===== src/rtl/rbus_source_stage.sv =====
// rbus_source_stage: R0-R7/RA register file and registered R-bus source mux.
// Define RBUS_WRITE_BYPASS_EN to forward same-cycle write data onto rbus.
module rbus_source_stage #(
    parameter int DATA_WIDTH = 16,
    parameter int SLT_WIDTH  = 8
) (
    input  logic                  clk,
    input  logic                  reset,
    input  logic                  stall,
    input  logic [3:0]            rbus_sel,
    input  logic [SLT_WIDTH-1:0]  slt,
    input  logic [DATA_WIDTH-1:0] llt,
    input  logic                  wr_en,
    input  logic [3:0]            wr_sel,
    input  logic [DATA_WIDTH-1:0] wr_data,
    output logic [DATA_WIDTH-1:0] rbus,
    output logic                  rbus_valid,
    output logic [DATA_WIDTH-1:0] ra,
    output logic                  illegal_sel
);

    localparam logic [3:0] SEL_RA  = 4'b1000;
    localparam logic [3:0] SEL_RAP = 4'b1001;
    localparam logic [3:0] SEL_SLT = 4'b1010;
    localparam logic [3:0] SEL_LLT = 4'b1011;
    localparam logic [3:0] SEL_NRB = 4'b1111;

    logic [DATA_WIDTH-1:0] gpr_q [8];
    logic [DATA_WIDTH-1:0] ra_q;
    logic [DATA_WIDTH-1:0] rbus_q;
    logic                  valid_q;
    logic                  ill_q;

    logic                  wr_gpr;
    logic                  wr_ra;
    logic [DATA_WIDTH-1:0] gpr_rd;
    logic [DATA_WIDTH-1:0] ra_rd;
    logic [DATA_WIDTH-1:0] rbus_d;
    logic                  valid_d;
    logic                  ill_d;
    logic [DATA_WIDTH-1:0] ra_d;

    logic sel_gpr;
    logic sel_ra;
    logic sel_rap;
    logic sel_slt;
    logic sel_llt;
    logic sel_nrb;
    logic sel_bad;

    always_comb begin
        sel_gpr = ~rbus_sel[3];
        sel_ra  = (rbus_sel == SEL_RA);
        sel_rap = (rbus_sel == SEL_RAP);
        sel_slt = (rbus_sel == SEL_SLT);
        sel_llt = (rbus_sel == SEL_LLT);
        sel_nrb = (rbus_sel == SEL_NRB);
        sel_bad = rbus_sel[3] & rbus_sel[2]
                & ~(rbus_sel[1] & rbus_sel[0]);
    end

    // Only R0-R7 and RA accept write-back; other codes are dropped.
    always_comb begin
        wr_gpr = wr_en & ~wr_sel[3];
        wr_ra  = wr_en & (wr_sel == SEL_RA);
    end

    always_comb begin
        gpr_rd = gpr_q[rbus_sel[2:0]];
        ra_rd  = ra_q;
`ifdef RBUS_WRITE_BYPASS_EN
        if (wr_gpr && (wr_sel[2:0] == rbus_sel[2:0])) begin
            gpr_rd = wr_data;
        end
        if (wr_ra) begin
            ra_rd = wr_data;
        end
`endif
    end

    always_comb begin
        rbus_d  = '0;
        valid_d = 1'b1;
        ill_d   = 1'b0;
        unique case (1'b1)
            sel_gpr: rbus_d = gpr_rd;
            sel_ra:  rbus_d = ra_rd;
            sel_rap: rbus_d = ra_rd;
            sel_slt: rbus_d = DATA_WIDTH'(slt);
            sel_llt: rbus_d = llt;
            sel_nrb: valid_d = 1'b0;
            sel_bad: begin
                valid_d = 1'b0;
                ill_d   = 1'b1;
            end
            default: valid_d = 1'b0;
        endcase
    end

    // A write to RA overrides any post-increment in the same cycle.
    always_comb begin
        ra_d = ra_q;
        if (!stall && sel_rap) begin
            ra_d = ra_q + DATA_WIDTH'(1);
        end
        if (wr_ra) begin
            ra_d = wr_data;
        end
    end

    always_ff @(posedge clk) begin
        if (reset) begin
            for (int i = 0; i < 8; i++) begin
                gpr_q[i] <= '0;
            end
            ra_q    <= '0;
            rbus_q  <= '0;
            valid_q <= 1'b0;
            ill_q   <= 1'b0;
        end else begin
            if (wr_gpr) begin
                gpr_q[wr_sel[2:0]] <= wr_data;
            end
            ra_q <= ra_d;
            if (!stall) begin
                rbus_q  <= rbus_d;
                valid_q <= valid_d;
                ill_q   <= ill_d;
            end
        end
    end

    assign rbus        = rbus_q;
    assign rbus_valid  = valid_q;
    assign ra          = ra_q;
    assign illegal_sel = ill_q;

endmodule


===== config.mk =====
export PLATFORM = sky130hd
export DESIGN_NAME = rbus_source_stage
export DESIGN_NICKNAME = d
export VERILOG_FILES = /design/src/rtl/rbus_source_stage.sv
export SDC_FILE = /design/constraint.sdc
export NUM_CORES = 1
export LEC_CHECK = 0
export ABC_AREA = 1
export ABC_CLOCK_PERIOD_IN_PS = 1800
export CORE_ASPECT_RATIO = 1.1
export CORE_UTILIZATION = 51
export DETAILED_ROUTE_END_ITERATION = 16
export GPL_TIMING_DRIVEN = 0
export PLACE_DENSITY = 0.74
export SKIP_CTS_REPAIR_TIMING = 1
export SYNTH_ARGS = -nofsm -noshare
export SYNTH_HDL_FRONTEND = slang
export SYNTH_SLANG_ARGS = --single-unit

===== constraint.sdc =====
create_clock -name clk -period 1.8 [get_ports clk]
set_input_delay 0.18 -clock clk [delete_from_list [all_inputs] [get_ports clk]]
set_output_delay 0.18 -clock clk [all_outputs]
set_load 0.1 [all_outputs]

======== Word-level counts from Yosys, hierarchy flattened ========
Memory sizes are Yosys's and may differ from the RTL's.
Index checks and enable logic that the tools add are counted.
operators by class
  equality and inequality tests ........... 5
  add/sub/neg operators ................... 1
  shifts and indexed selects .............. 0
  reduce and logical (&&, ||, !) cells .... 6
  div/mod/pow operators ................... 0
  bitwise operators ....................... 8
  mux-type cells .......................... 13
  magnitude comparators ................... 0
  $mul .................................... 0
operators with widths
  kind                     number
  $pmux W16 S4             1
  $mux W16                 3
  $eq A4 B4 Y1 const B     5
  $add A16 B1 Y16 const B  1
  $reduce_or A16 Y1        1
  $mux W1                  8
  $and A1 B1 Y1            5
  $reduce_or A5 Y1         1
  $mux W3                  1
  $not A1 Y1               3
  $reduce_bool A2 Y1       1
  $reduce_or A2 Y1         1
  $logic_and A1 B1 Y1      1
  $logic_not A1 Y1         1
storage, ports and cells
  output and inout bits ................... 34
  memories kept ........................... 1
  bits in read-only memories .............. 0
  bits in registers ....................... 34
  bits in latches ......................... 0
  memory bits (writable) .................. 128
memory list
  memory  depth  bits a word  rd ports  clocked after Yosys merged registers in  write ports  RTL line  text
  gpr_q   8      16           1         0                                        8            28        logic [DATA_WIDTH-1:0] gpr_q [8];

======== Depth between registers and ports, before layout ========
Gate-level depths: netlist (run 1).
  depth after elaboration ................. 7
  depth in mapped cells ................... 10
  gate-level depth less buffers ........... 10

======== Worst setup path before layout (run 1) ========
OpenSTA, ideal clock, no wires.
  path type ............................... register to register
  start point ............................. register ra_q[1] (netlist: ra[1])
  end point ............................... register ra_q[10] (netlist: ra[10])
  data arrival time ....................... 2,100 ps
  required time ........................... 1,691 ps
  setup slack ............................. -409 ps
  period minus slack after synthesis ...... 2,209 ps
  path buffers ............................ 0
  cell stages (with the launch flop) ...... 11
  cell sequence ........................... dfxtp_1 > ha_1 > nand2_1 > inv_1 > nand2_1 > nor2_2 > nand3_1 > nand2_1 > nand3_1 > nand2_1 > inv_1
between the ends
  cells in the longest elaborated chain, start to end .. 3
RTL lines
  what                    RTL line  text
  from (decl)             29        logic [DATA_WIDTH-1:0] ra_q;
  from (signal assigned)  124       ra_q <= ra_d;
  $add A16 B1 Y16         104       ra_d = ra_q + DATA_WIDTH'(1);
  $mux W16                103       if (!stall && sel_rap) begin
  $mux W16                106       if (wr_ra) begin
Every way passes these cells. The select of a mux whose other input is x is not followed.
A chain may end at the register's enable or synchronous reset.

======== Final worst setup path (run 1) ========
  start point ............................. register ra_q[4] (netlist: ra[4])
  end point ............................... output port ra[4]
RTL lines
  what       RTL line  text
  to (decl)  18        output logic [DATA_WIDTH-1:0] ra,
No word-level cell between the ends.

==> out/qor.txt, run 1 <==
Sw Share: 0.262
kind of cell adding the most delay to the critical path: buffers and inverters
Rel. slew slack: 0.330
CTS tree: done
initial antenna violation count: 0
pre-CTS WS: -0.609 ns
Overflow after GRT: 0
share of cells above drive strength 1: 0.114
Reg-to-Reg Start: ra[1]$_SDFFE_PP0P_
syn avg cell area: 8.56 um2
Worst Hold Class: primary input to flip-flop
WHS Path Cells: 2
Clock Tree Buf Depth: 2
R2R Setup Slk: 0.20 ns
crit path max-delay cell type: dlymetal6s2s_1
Post-synth EDFFs: 128
Buffers & Inverters on Critical Path: 1
total track usage: 0.277
RSZ-0062 raised after global routing: no
Area Overhead vs Synth: 21.4%
number of synthesized register bits: 162
Yosys warning total: 0
syn nets: 994
DRT Wirelength: 21600 um
Synth async-reset ratio: 0
Initial Util: 0.529
Placer Congestion: 0.938
antenna-violating nets left: 0
crit path time final: 1.77 ns
fill cell count: 1242
critical path launch point type: flip-flop
Min-Delay Startpoint: reset
Reg power frac: 0.481
final slew viol count: 0
wire per inst: 17.3 um
Die Y-Extent: 134 um
Synth top area share: 0.477
Final Hold Fails: 0
pin slew with the least headroom to its limit: 1.00 ns
vias in the first global route: 6339
critical path type: flip-flop to output pin
synth top area cells: edfxtp_1 (48%), nand2_1 (13%), nor2_1 (8.6%)
P_leak: 0.00442 uW
net switching power: 2340 uW
final setup fails: 0
outcome: completed
worst-path maximum fanout: 6
ANT cells: 0
io pins: 86
Synth cell types: 34
reg2reg path depth: 10
R2R Path End: ra[10]$_SDFFE_PP0P_
commonest non-fill, non-tap cell in the layout: nand2_1
initial DRC count: 761
via count: 6700
Clk pwr share: 0.392
Synth Flop Type: edfxtp_1
pwr dens: 915 mW/mm2
Die Wd: 122 um
Power Internal: 6610 uW
largest net degree at the start of global routing: 17
CP Data Required Time: 1.62 ns
Final nets: 1095
crit path cell chain: dlymetal6s2s_1
Fmax: 566 MHz
worst path arrival time: 1.59 ns
H-tree levels: 4
CTS Buf Count: 17
fin crit share: 0.982
Synth area leader: edfxtp_1
commonest non-fill, non-tap cells in the layout: nand2_1 (281), nor2_1 (184), edfxtp_1 (128)
worst vdd ir: 0.000709 V
area taken by multi-input logic gates: 0.00298 mm2
row cnt: 47
vias per inst: 5.36
hold slack: 0.0641 ns
Comb pwr share: 0.127
Worst path max stage delay: 0.77 ns
die area: 0.0163 mm2
Setup Skew: 0.00677 ns
Synth Cell Area: 0.00806 mm2
Max Cap Viol: 0
post-route worst setup slack: 0.0320 ns
worst skew pair latency: 0.43 ns
Worst-path clk slew: 0.06 ns
CP Capture Type: output pin
global-route wire length before repair: 33300 um
1st-pass router iterations: 5
cells after synthesis: 941
Sequential Area: 0.00454 mm2
clock sink count: 162
core area: 0.0152 mm2
post-synthesis sequential area ratio: 0.562
Worst Hold Path EP: ra[9]$_SDFFE_PP0P_
Post-DP HPWL: 15800 um
Post-route DRC: 0
I/O Buffers: 82
root buf cell: clkbuf_16
through the flow:
step / total power [uW] / instances / area, um2 / utilization / setup TNS, ns
floorplan: 5100 / 941 / 8070 / - / 0
global placement: 5490 / 1219 / 9140 / 0.600 / -67.28
detailed placement: 5510 / 1219 / 9140 / 0.600 / -70.02
CTS: 8940 / 1251 / 9700 / 0.637 / -23.33
global route: 9180 / 1251 / 9780 / 0.642 / 0
finish: 8940 / 1251 / 9780 / 0.642 / 0
cells in the mapped netlist, types with 3 or more instances:
cell type and instances:
nand2_1 289, nor2_1 184, edfxtp_1 128, nand3_1 58, inv_1 56, dfxtp_1 34, o21ai_0 33, a21oi_1 32
nand4_1 20, buf_6 14, buf_2 12, clkinv_1 10, clkbuf_1 8, nand2_2 8, o21ai_1 8, nor2_4 6
buf_4 5, inv_2 4, nand2_4 4, o22ai_1 4, a21oi_2 3, xor2_1 3
cell families after synthesis:
group / count (synthesis) / synth area share
and+or+nand+nor: 581 / 0.309
DFF: 162 / 0.562
buffers and inverters: 114 / 0.0730
AOI/OAI and AO/OA: 80 / 0.0517
xor gates and xnor gates: 3 / 0.00326
adders and majority gates: 1 / 0.00155
registers in the layout, indices dropped and copies added (netlist names):
signal,cells
gpr_q,128
rbus,16
illegal_sel,1
rbus_valid,1
ra,16
power groups by stage:
stage	clock network (uW)	registers [uW]	logic, uW
floorplan	0	4610	492
finish	3500	4300	1140
CTS	3510	4310	1130
global route	3640	4320	1230
global placement	0	4380	1120
detailed placement	0	4380	1120
routing by layer:
| layer | global-route usage | wire length, um | vias up |
|---|---|---|---|
| met1 | 0.358 | 8850 | 3070 |
| li1 | - | - | 3267 |
| met4 | 0.112 | 530 | 0 |
| met5 | 0 | 0 | - |
| met3 | 0.0489 | 1710 | 41 |
| met2 | 0.459 | 10500 | 322 |
cell type report:
| cell class | count | area share |
|---|---|---|
| inverters | 72 | 0.0287 |
| clock inverters | 13 | 0.0138 |
| plain buffers | 42 | 0.0315 |
| multi-input cells | 665 | 0.305 |
| clock buffers | 19 | 0.0443 |
| well taps | 196 | 0.0251 |
| flip-flops and latches | 162 | 0.464 |
| repair buffers | 82 | 0.0880 |
worst max path at each step:
stage | depth (start not counted) | endpoint | from | slack, ns
6_report | 1 | ra[4] | ra[4]$_SDFFE_PP0P_ | 0.03
3_5_place_dp | 6 | gpr_q[3][2]$_SDFFCE_PN0P_ | wr_sel[1] | -0.61
2_1_floorplan | 10 | ra[10]$_SDFFE_PP0P_ | ra[1]$_SDFFE_PP0P_ | 0.01
3_3_place_gp | 6 | gpr_q[3][2]$_SDFFCE_PN0P_ | wr_sel[1] | -0.61
5_1_grt | 1 | ra[1] | ra[1]$_SDFFE_PP0P_ | 0.002
4_1_cts | 1 | ra[11] | ra[11]$_SDFFE_PP0P_ | -0.45
(Power assumes the default switching activity.)
==> run 2, diff against run 1 <==
HOLD_SLACK_MARGIN = 0.03   (was default)
==> results of run 2 <==
The final DEF is identical to that of run 1; final timing and power are the same.
